[src/rtl/bus_sequencer.sv]
// Initiator side of the master bus: queues source->destination transfer requests
// and drives the interconnect IDs/commands one transfer at a time.
module bus_sequencer #(
  parameter int WORD_W  = 16,
  parameter int ID_W    = 4,
  parameter int DEPTH   = 4,
  parameter int TIMEOUT = 15,
  parameter logic [ID_W-1:0] ID_IDLE = {ID_W{1'b0}}
) (
  input  logic              i_Clk,
  input  logic              i_Reset,
  input  logic              i_req_valid,
  output logic              o_req_ready,
  input  logic [ID_W-1:0]   i_req_src_id,
  input  logic [ID_W-1:0]   i_req_src_cmd,
  input  logic [ID_W-1:0]   i_req_dst_id,
  input  logic [ID_W-1:0]   i_req_dst_cmd,
  output logic [ID_W-1:0]   o_write_id,
  output logic [ID_W-1:0]   o_write_command,
  output logic [ID_W-1:0]   o_read_id,
  output logic [ID_W-1:0]   o_read_command,
  input  logic              i_bus_valid,
  input  logic [WORD_W-1:0] i_bus_data,
  output logic              o_done_valid,
  output logic              o_done_err,
  output logic [WORD_W-1:0] o_done_data,
  output logic              o_busy
);

  localparam int PTR_W = $clog2(DEPTH);
  localparam int CNT_W = PTR_W + 1;
  localparam int TO_W  = 8;
  localparam logic [PTR_W-1:0] PTR_ONE  = PTR_W'(1);
  localparam logic [CNT_W-1:0] CNT_ONE  = CNT_W'(1);
  localparam logic [CNT_W-1:0] CNT_FULL = CNT_W'(DEPTH);
  localparam logic [TO_W-1:0]  TO_ONE   = TO_W'(1);
  localparam logic [TO_W-1:0]  TO_LAST  = TO_W'(TIMEOUT - 1);

  typedef enum logic [1:0] {
    S_IDLE   = 2'd0,
    S_ISSUE  = 2'd1,
    S_REJECT = 2'd2,
    S_DONE   = 2'd3
  } state_t;

  logic [4*ID_W-1:0] fifo_mem_r [DEPTH];
  logic [PTR_W-1:0]  wr_ptr_r, rd_ptr_r;
  logic [CNT_W-1:0]  count_r, count_next_s;
  logic              req_ready_r;
  state_t            state_r, state_next_s;
  logic [TO_W-1:0]   to_cnt_r, to_cnt_next_s;

  logic [ID_W-1:0]   write_id_r, write_cmd_r, read_id_r, read_cmd_r;
  logic [ID_W-1:0]   write_id_next_s, write_cmd_next_s, read_id_next_s, read_cmd_next_s;
  logic              done_valid_r, done_err_r, busy_r;
  logic              done_valid_next_s, done_err_next_s, busy_next_s;
  logic [WORD_W-1:0] done_data_r, done_data_next_s;

  logic              push_s, pop_s;
  logic [4*ID_W-1:0] head_s;
  logic [ID_W-1:0]   head_src_id_s, head_src_cmd_s, head_dst_id_s, head_dst_cmd_s;

  assign push_s         = i_req_valid & req_ready_r;
  assign pop_s          = (state_r == S_IDLE) && (count_r != {CNT_W{1'b0}});
  assign head_s         = fifo_mem_r[rd_ptr_r];
  assign head_src_id_s  = head_s[4*ID_W-1 -: ID_W];
  assign head_src_cmd_s = head_s[3*ID_W-1 -: ID_W];
  assign head_dst_id_s  = head_s[2*ID_W-1 -: ID_W];
  assign head_dst_cmd_s = head_s[ID_W-1:0];

  // FIFO occupancy for the coming cycle; ready is registered from it
  always_comb begin
    count_next_s = count_r;
    if (push_s && !pop_s) begin
      count_next_s = count_r + CNT_ONE;
    end else if (!push_s && pop_s) begin
      count_next_s = count_r - CNT_ONE;
    end else begin
      count_next_s = count_r;
    end
  end

  // Next-state and next-output logic; outputs follow the state being entered
  always_comb begin
    state_next_s      = state_r;
    to_cnt_next_s     = to_cnt_r;
    write_id_next_s   = write_id_r;
    write_cmd_next_s  = write_cmd_r;
    read_id_next_s    = read_id_r;
    read_cmd_next_s   = read_cmd_r;
    done_valid_next_s = 1'b0;
    done_err_next_s   = 1'b0;
    done_data_next_s  = {WORD_W{1'b0}};
    case (state_r)
      S_IDLE: begin
        if (pop_s) begin
          if ((head_src_id_s == ID_IDLE) || (head_dst_id_s == ID_IDLE)) begin
            state_next_s = S_REJECT;
          end else begin
            state_next_s     = S_ISSUE;
            to_cnt_next_s    = {TO_W{1'b0}};
            write_id_next_s  = head_src_id_s;
            write_cmd_next_s = head_src_cmd_s;
            read_id_next_s   = head_dst_id_s;
            read_cmd_next_s  = head_dst_cmd_s;
          end
        end else begin
          state_next_s = S_IDLE;
        end
      end
      S_ISSUE: begin
        to_cnt_next_s = to_cnt_r + TO_ONE;
        // Bus valid wins over a timeout landing in the same cycle
        if (i_bus_valid || (to_cnt_r == TO_LAST)) begin
          state_next_s      = S_DONE;
          done_valid_next_s = 1'b1;
          done_err_next_s   = ~i_bus_valid;
          done_data_next_s  = i_bus_valid ? i_bus_data : {WORD_W{1'b0}};
          write_id_next_s   = ID_IDLE;
          write_cmd_next_s  = {ID_W{1'b0}};
          read_id_next_s    = ID_IDLE;
          read_cmd_next_s   = {ID_W{1'b0}};
        end else begin
          state_next_s = S_ISSUE;
        end
      end
      S_REJECT: begin
        state_next_s      = S_DONE;
        done_valid_next_s = 1'b1;
        done_err_next_s   = 1'b1;
      end
      S_DONE: begin
        state_next_s = S_IDLE;
      end
      default: begin
        state_next_s     = S_IDLE;
        write_id_next_s  = ID_IDLE;
        write_cmd_next_s = {ID_W{1'b0}};
        read_id_next_s   = ID_IDLE;
        read_cmd_next_s  = {ID_W{1'b0}};
      end
    endcase
    busy_next_s = (count_next_s != {CNT_W{1'b0}}) || (state_next_s != S_IDLE);
  end

  // Request storage; contents are don't-care until pushed
  always_ff @(posedge i_Clk) begin
    if (push_s) begin
      fifo_mem_r[wr_ptr_r] <= {i_req_src_id, i_req_src_cmd, i_req_dst_id, i_req_dst_cmd};
    end
  end

  // State, FIFO bookkeeping and registered outputs
  always_ff @(posedge i_Clk or negedge i_Reset) begin
    if (!i_Reset) begin
      state_r      <= S_IDLE;
      wr_ptr_r     <= {PTR_W{1'b0}};
      rd_ptr_r     <= {PTR_W{1'b0}};
      count_r      <= {CNT_W{1'b0}};
      req_ready_r  <= 1'b1;
      to_cnt_r     <= {TO_W{1'b0}};
      write_id_r   <= ID_IDLE;
      write_cmd_r  <= {ID_W{1'b0}};
      read_id_r    <= ID_IDLE;
      read_cmd_r   <= {ID_W{1'b0}};
      done_valid_r <= 1'b0;
      done_err_r   <= 1'b0;
      done_data_r  <= {WORD_W{1'b0}};
      busy_r       <= 1'b0;
    end else begin
      state_r      <= state_next_s;
      wr_ptr_r     <= push_s ? (wr_ptr_r + PTR_ONE) : wr_ptr_r;
      rd_ptr_r     <= pop_s ? (rd_ptr_r + PTR_ONE) : rd_ptr_r;
      count_r      <= count_next_s;
      req_ready_r  <= (count_next_s != CNT_FULL);
      to_cnt_r     <= to_cnt_next_s;
      write_id_r   <= write_id_next_s;
      write_cmd_r  <= write_cmd_next_s;
      read_id_r    <= read_id_next_s;
      read_cmd_r   <= read_cmd_next_s;
      done_valid_r <= done_valid_next_s;
      done_err_r   <= done_err_next_s;
      done_data_r  <= done_data_next_s;
      busy_r       <= busy_next_s;
    end
  end

  assign o_req_ready     = req_ready_r;
  assign o_write_id      = write_id_r;
  assign o_write_command = write_cmd_r;
  assign o_read_id       = read_id_r;
  assign o_read_command  = read_cmd_r;
  assign o_done_valid    = done_valid_r;
  assign o_done_err      = done_err_r;
  assign o_done_data     = done_data_r;
  assign o_busy          = busy_r;

endmodule

[config.mk]
export PLATFORM = sky130hd
export DESIGN_NAME = bus_sequencer
export DESIGN_NICKNAME = d
export VERILOG_FILES = /design/src/rtl/bus_sequencer.sv
export SDC_FILE = /design/constraint.sdc
export NUM_CORES = 1
export LEC_CHECK = 0
export CORE_MARGIN = 2
export CORE_UTILIZATION = 40
export CTS_CLUSTER_SIZE = 40
export DETAILED_ROUTE_END_ITERATION = 10
export HOLD_SLACK_MARGIN = 0.08
export SLEW_MARGIN = 20
export SYNTH_ARGS = -nofsm -noshare
export SYNTH_HDL_FRONTEND = slang
export SYNTH_SLANG_ARGS = --single-unit
[constraint.sdc]
create_clock -name i_Clk -period 2 [get_ports i_Clk]
set_input_delay 0.5 -clock i_Clk [delete_from_list [all_inputs] [get_ports i_Clk]]
set_output_delay 0.5 -clock i_Clk [all_outputs]
set_load 0.03 [all_outputs]
==> results by group <==
Drt
  • 1st-pass router iterations: 7
  • Total number of vias: 3000
  • DRC: 0
  • Number of nets with antenna violations after routing: 0
  • Initial DRC count: 110
  • Drt wl/cell: 17.1 um
  • Via density: between 5 and 6
  • WL final: approximately 9.9 mm

Worst setup path
  • Crit path largest cell delay: 0.42 ns
  • Crit path cell chain: buf_12 -> mux4_1 -> nor4_4 -> buf_4 -> nor3_4 -> buf_4 -> o2bb2ai_1 -> a221o_1
  • Cell mode on critical path: buf_4
  • WP data required: 2.29 ns
  • Crit Path Category: register to register
  • Slowest CP cell: mux4_1
  • CP Capture Type: register
  • CP startpoint kind: register
  • Critical Path AT: approximately 2.5 ns
  • Maximum fanout along the worst path: 10

Synthesis
  • Mux contribution to synthesized area: 8.42%
  • Synth Area in Compound Gates: under 10%
  • Most frequent cell after synthesis: edfxtp_1
  • Mapped Nets: roughly 360
  • Synth unique cells: between 40 and 50
  • Top post-synthesis cells by area: edfxtp_1 (40%), dfrtp_1 (27%), mux4_2 (6.5%)
  • Register area share after synthesis: around two thirds
  • Flops & latches, synth: approximately 120
  • Synthesized area: slightly below 5000 um2
  • Post-synth EDFFs: 64
  • Top post-synthesis cells by count: edfxtp_1 (64), dfrtp_1 (52), and3_1 (20)
  • Async set-reset flop share out of synthesis: a little under half
  • Mapped Cells: 309
  • Share of the synthesized area in the top cell type: between 30% and 40%
  • Xor/xnor share of the synthesized area: ~1.1%
  • Primary FF master, synth: edfxtp_1
  • Simple-gate share of the synthesized area: slightly below 10%
  • Yosys warns: 0
  • Largest area contributor in the netlist: edfxtp_1
  • Syn Area/Cell: ~16 um2
  • Adder-cell area share of the yosys netlist: around 3.1%
  • Combinational family with the most area after synthesis: simple AND/OR/NAND/NOR gates

Floorplan
  • Die area: between 10000 and 15000 um2
  • Initial Util: between 40% and 50%
  • Die Y: 114 um
  • Ports: approximately 70
  • Row count: 40
  • Core area: between 10000 and 15000 um2
  • DIE WIDTH: roughly 110 um

CTS
  • Deepest clock path buffer count: 2
  • H-tree levels: 4
  • CTS tree: yes
  • Clock root buffer: clkbuf_16
  • Sink Count: 117
  • Clock transition at path regs: ~0.050 ns
  • Number of CTS-inserted buffers: 17
  • Clock Latency Late Sink: slightly above 0.4 ns

Run status
  • Status: finished, violations left
  • Failing checks: negative setup slack

Final layout
  • Filler cells: between 900 and 1000
  • NumNets Final: around 470
  • Non-Filler Instances: slightly below 600
  • Fin util: between 50% and 60%
  • Layout cells sized above 1: ~20%
  • Multi-input logic area: between 1500 and 2000 um2
  • Reg area: about 3300 um2
  • P&R area growth vs syn: 36.6%
  • Antenna cells: 0

GRT
  • GR Overflow Total: 0
  • Initial antenna violation count: 0
  • Largest net degree at the start of global routing: 30
  • Total Routing Usage GR: 16.6%
  • Vias in the first global route: between 3000 and 4000
  • First-pass GRT wire length: about 16 mm

Timing
  • Min cycle time layout: 2.22 ns
  • Final period util: 111%
  • FMAX: around 450 MHz
  • Slew @ Worst Pin: around 0.43 ns
  • Final hold vios: 0
  • Rel. slew slack: between 70% and 80%
  • RSZ-0062 raised after global routing: yes
  • Skew final: 0.00718 ns
  • Final Max Slew Viols: 0
  • Final setup violation count: 24
  • Setup ws final: -0.223 ns

Run
  • Maxcap violations: 0

Power and ir drop
  • Pleak: 2.72 nW
  • Clk pwr share: about 28%
  • Power share of the sequential group: about 33%
  • PD cells: between 1500 and 2000 nW/um2
  • Combinational power share: between 30 and 40%
  • Worst vdd ir: approximately 0.69 mV
  • Internal power: 7.09 mW
  • NetSw: between 3 and 4 mW
  • Switching part of the total power: roughly a third

Place
  • Cell total after placement: between 500 and 600
  • Port buffer count: 71
  • DP HPWL: roughly 6.5 mm
  • GPL Wtd Cong: ~0.8

Hold path
  • Class of the worst hold path: register to register
[final cells by class]
cell class | count | area share (%)
clock buffer | 19 | 6.54
tap | 147 | 2.78
inverter | 11 | 0.624
sequential | 117 | 49.1
clock inverter | 13 | 2.40
multi-input combinational | 169 | 22.7
timing repair buffer | 101 | 15.8
[state kept, by name, indices dropped and copies added, names as in the netlist]
register,flops
o_write_command,4
o_write_id,4
state_r,2
o_busy,1
o_done_valid,1
count_r,3
rd_ptr_r,2
o_done_data,16
o_req_ready,1
to_cnt_r,8
o_read_id,4
fifo_mem_r,64
o_done_err,1
o_read_command,4
wr_ptr_r,2
[metrics by stage]
stage | cell area, um2 | worst slack [ns] | hold WS, ns | setup TNS, ns | total power [mW]
after floorplan | 4840 | -0.164 | 0.204 | -1.71 | 6.03
after global placement | 5960 | -0.257 | 0.419 | -4.08 | 7.47
after detailed placement | 5960 | -0.313 | 0.429 | -5.53 | 7.57
after CTS | 6590 | -0.238 | 0.523 | -4.56 | 10.7
after global routing | 6620 | -0.351 | 0.532 | -7.02 | 11.2
final | 6620 | -0.223 | 0.522 | -4.28 | 10.6
[power by group through the flow]
| stage | combinational, mW | sequential [mW] | clock (mW) |
|---|---|---|---|
| 4_1_cts | 4.14 | 3.48 | 3.07 |
| 2_1_floorplan | 2.24 | 3.79 | 0 |
| 3_3_place_gp | 3.97 | 3.51 | 0 |
| 6_report | 4.12 | 3.48 | 3.00 |
| 5_1_grt | 4.48 | 3.54 | 3.19 |
| 3_5_place_dp | 4.06 | 3.51 | 0 |
[critical path: cells and delay by family, from the launching register on]
family,cells,cell delay (ns)
flops,1,0.39
buf+inv,3,0.51
compound gates,2,0.40
mux,1,0.42
simple gates,2,0.39
[final timing paths]
path	slack, ns	from	cells after the start	to
hold reg to reg	0.52	o_write_id[2]	1	o_write_id[2]
setup / recovery	-0.22	rd_ptr_r[0]	8	to_cnt_r[7]
max in group asynchronous	0.94	i_Reset	3	rd_ptr_r[1]
min in group asynchronous	0.55	i_Reset	2	wr_ptr_r[1]
hold / removal	0.52	o_write_id[2]	1	o_write_id[2]
setup reg to reg	-0.22	rd_ptr_r[0]	8	to_cnt_r[7]
[kinds of logic (layout without fill, tap and decap cells)]
kind of cell             after synthesis  in the layout
AND/OR/NAND/NOR                       81             81
XOR/XNOR                               6              6
AO/OA/AOI/OAI                         50             50
multiplexers                          20             20
buffers and inverters                 23            144
flip-flops                           117            117
adder cells (fa/ha/maj)               12             12
[layout by cell type, fill, tap and decap left out, drive strengths merged, types with 8 or more instances in the layout]
cell type	netlist	final
nand2	12	12
and3	20	20
ha	12	12
dfrtp	52	52
inv	11	11
mux4	16	16
nor2	18	18
o21ai	8	8
edfxtp	64	64
buf	6	30
clkinv	0	8
clkbuf	6	19
a22o	17	17
clkdlybuf4s50	0	66
[per-layer routing]
metal | up-vias | track usage (%) | routed length (um) | share of wire, %
li1 | 1405 | - | - | -
met1 | 1507 | 21.3 | 4510 | 46
met2 | 76 | 26.8 | 4760 | 48
met3 | 12 | 4.36 | 493 | 5.0
met4 | 0 | 6.75 | 133 | 1.3
met5 | - | 0 | 0 | 0
[timing repair]
action | in CTS | in global routing
pin swaps | 2 | 2
setup endpoints to repair | 26 | 30
endpoints found under the hold margin | 10 | 0
resized for setup | 5 | 8
hold buffers | 1 | 0
setup buffers | 3 | 0
Power figures use the tool's default switching activity.
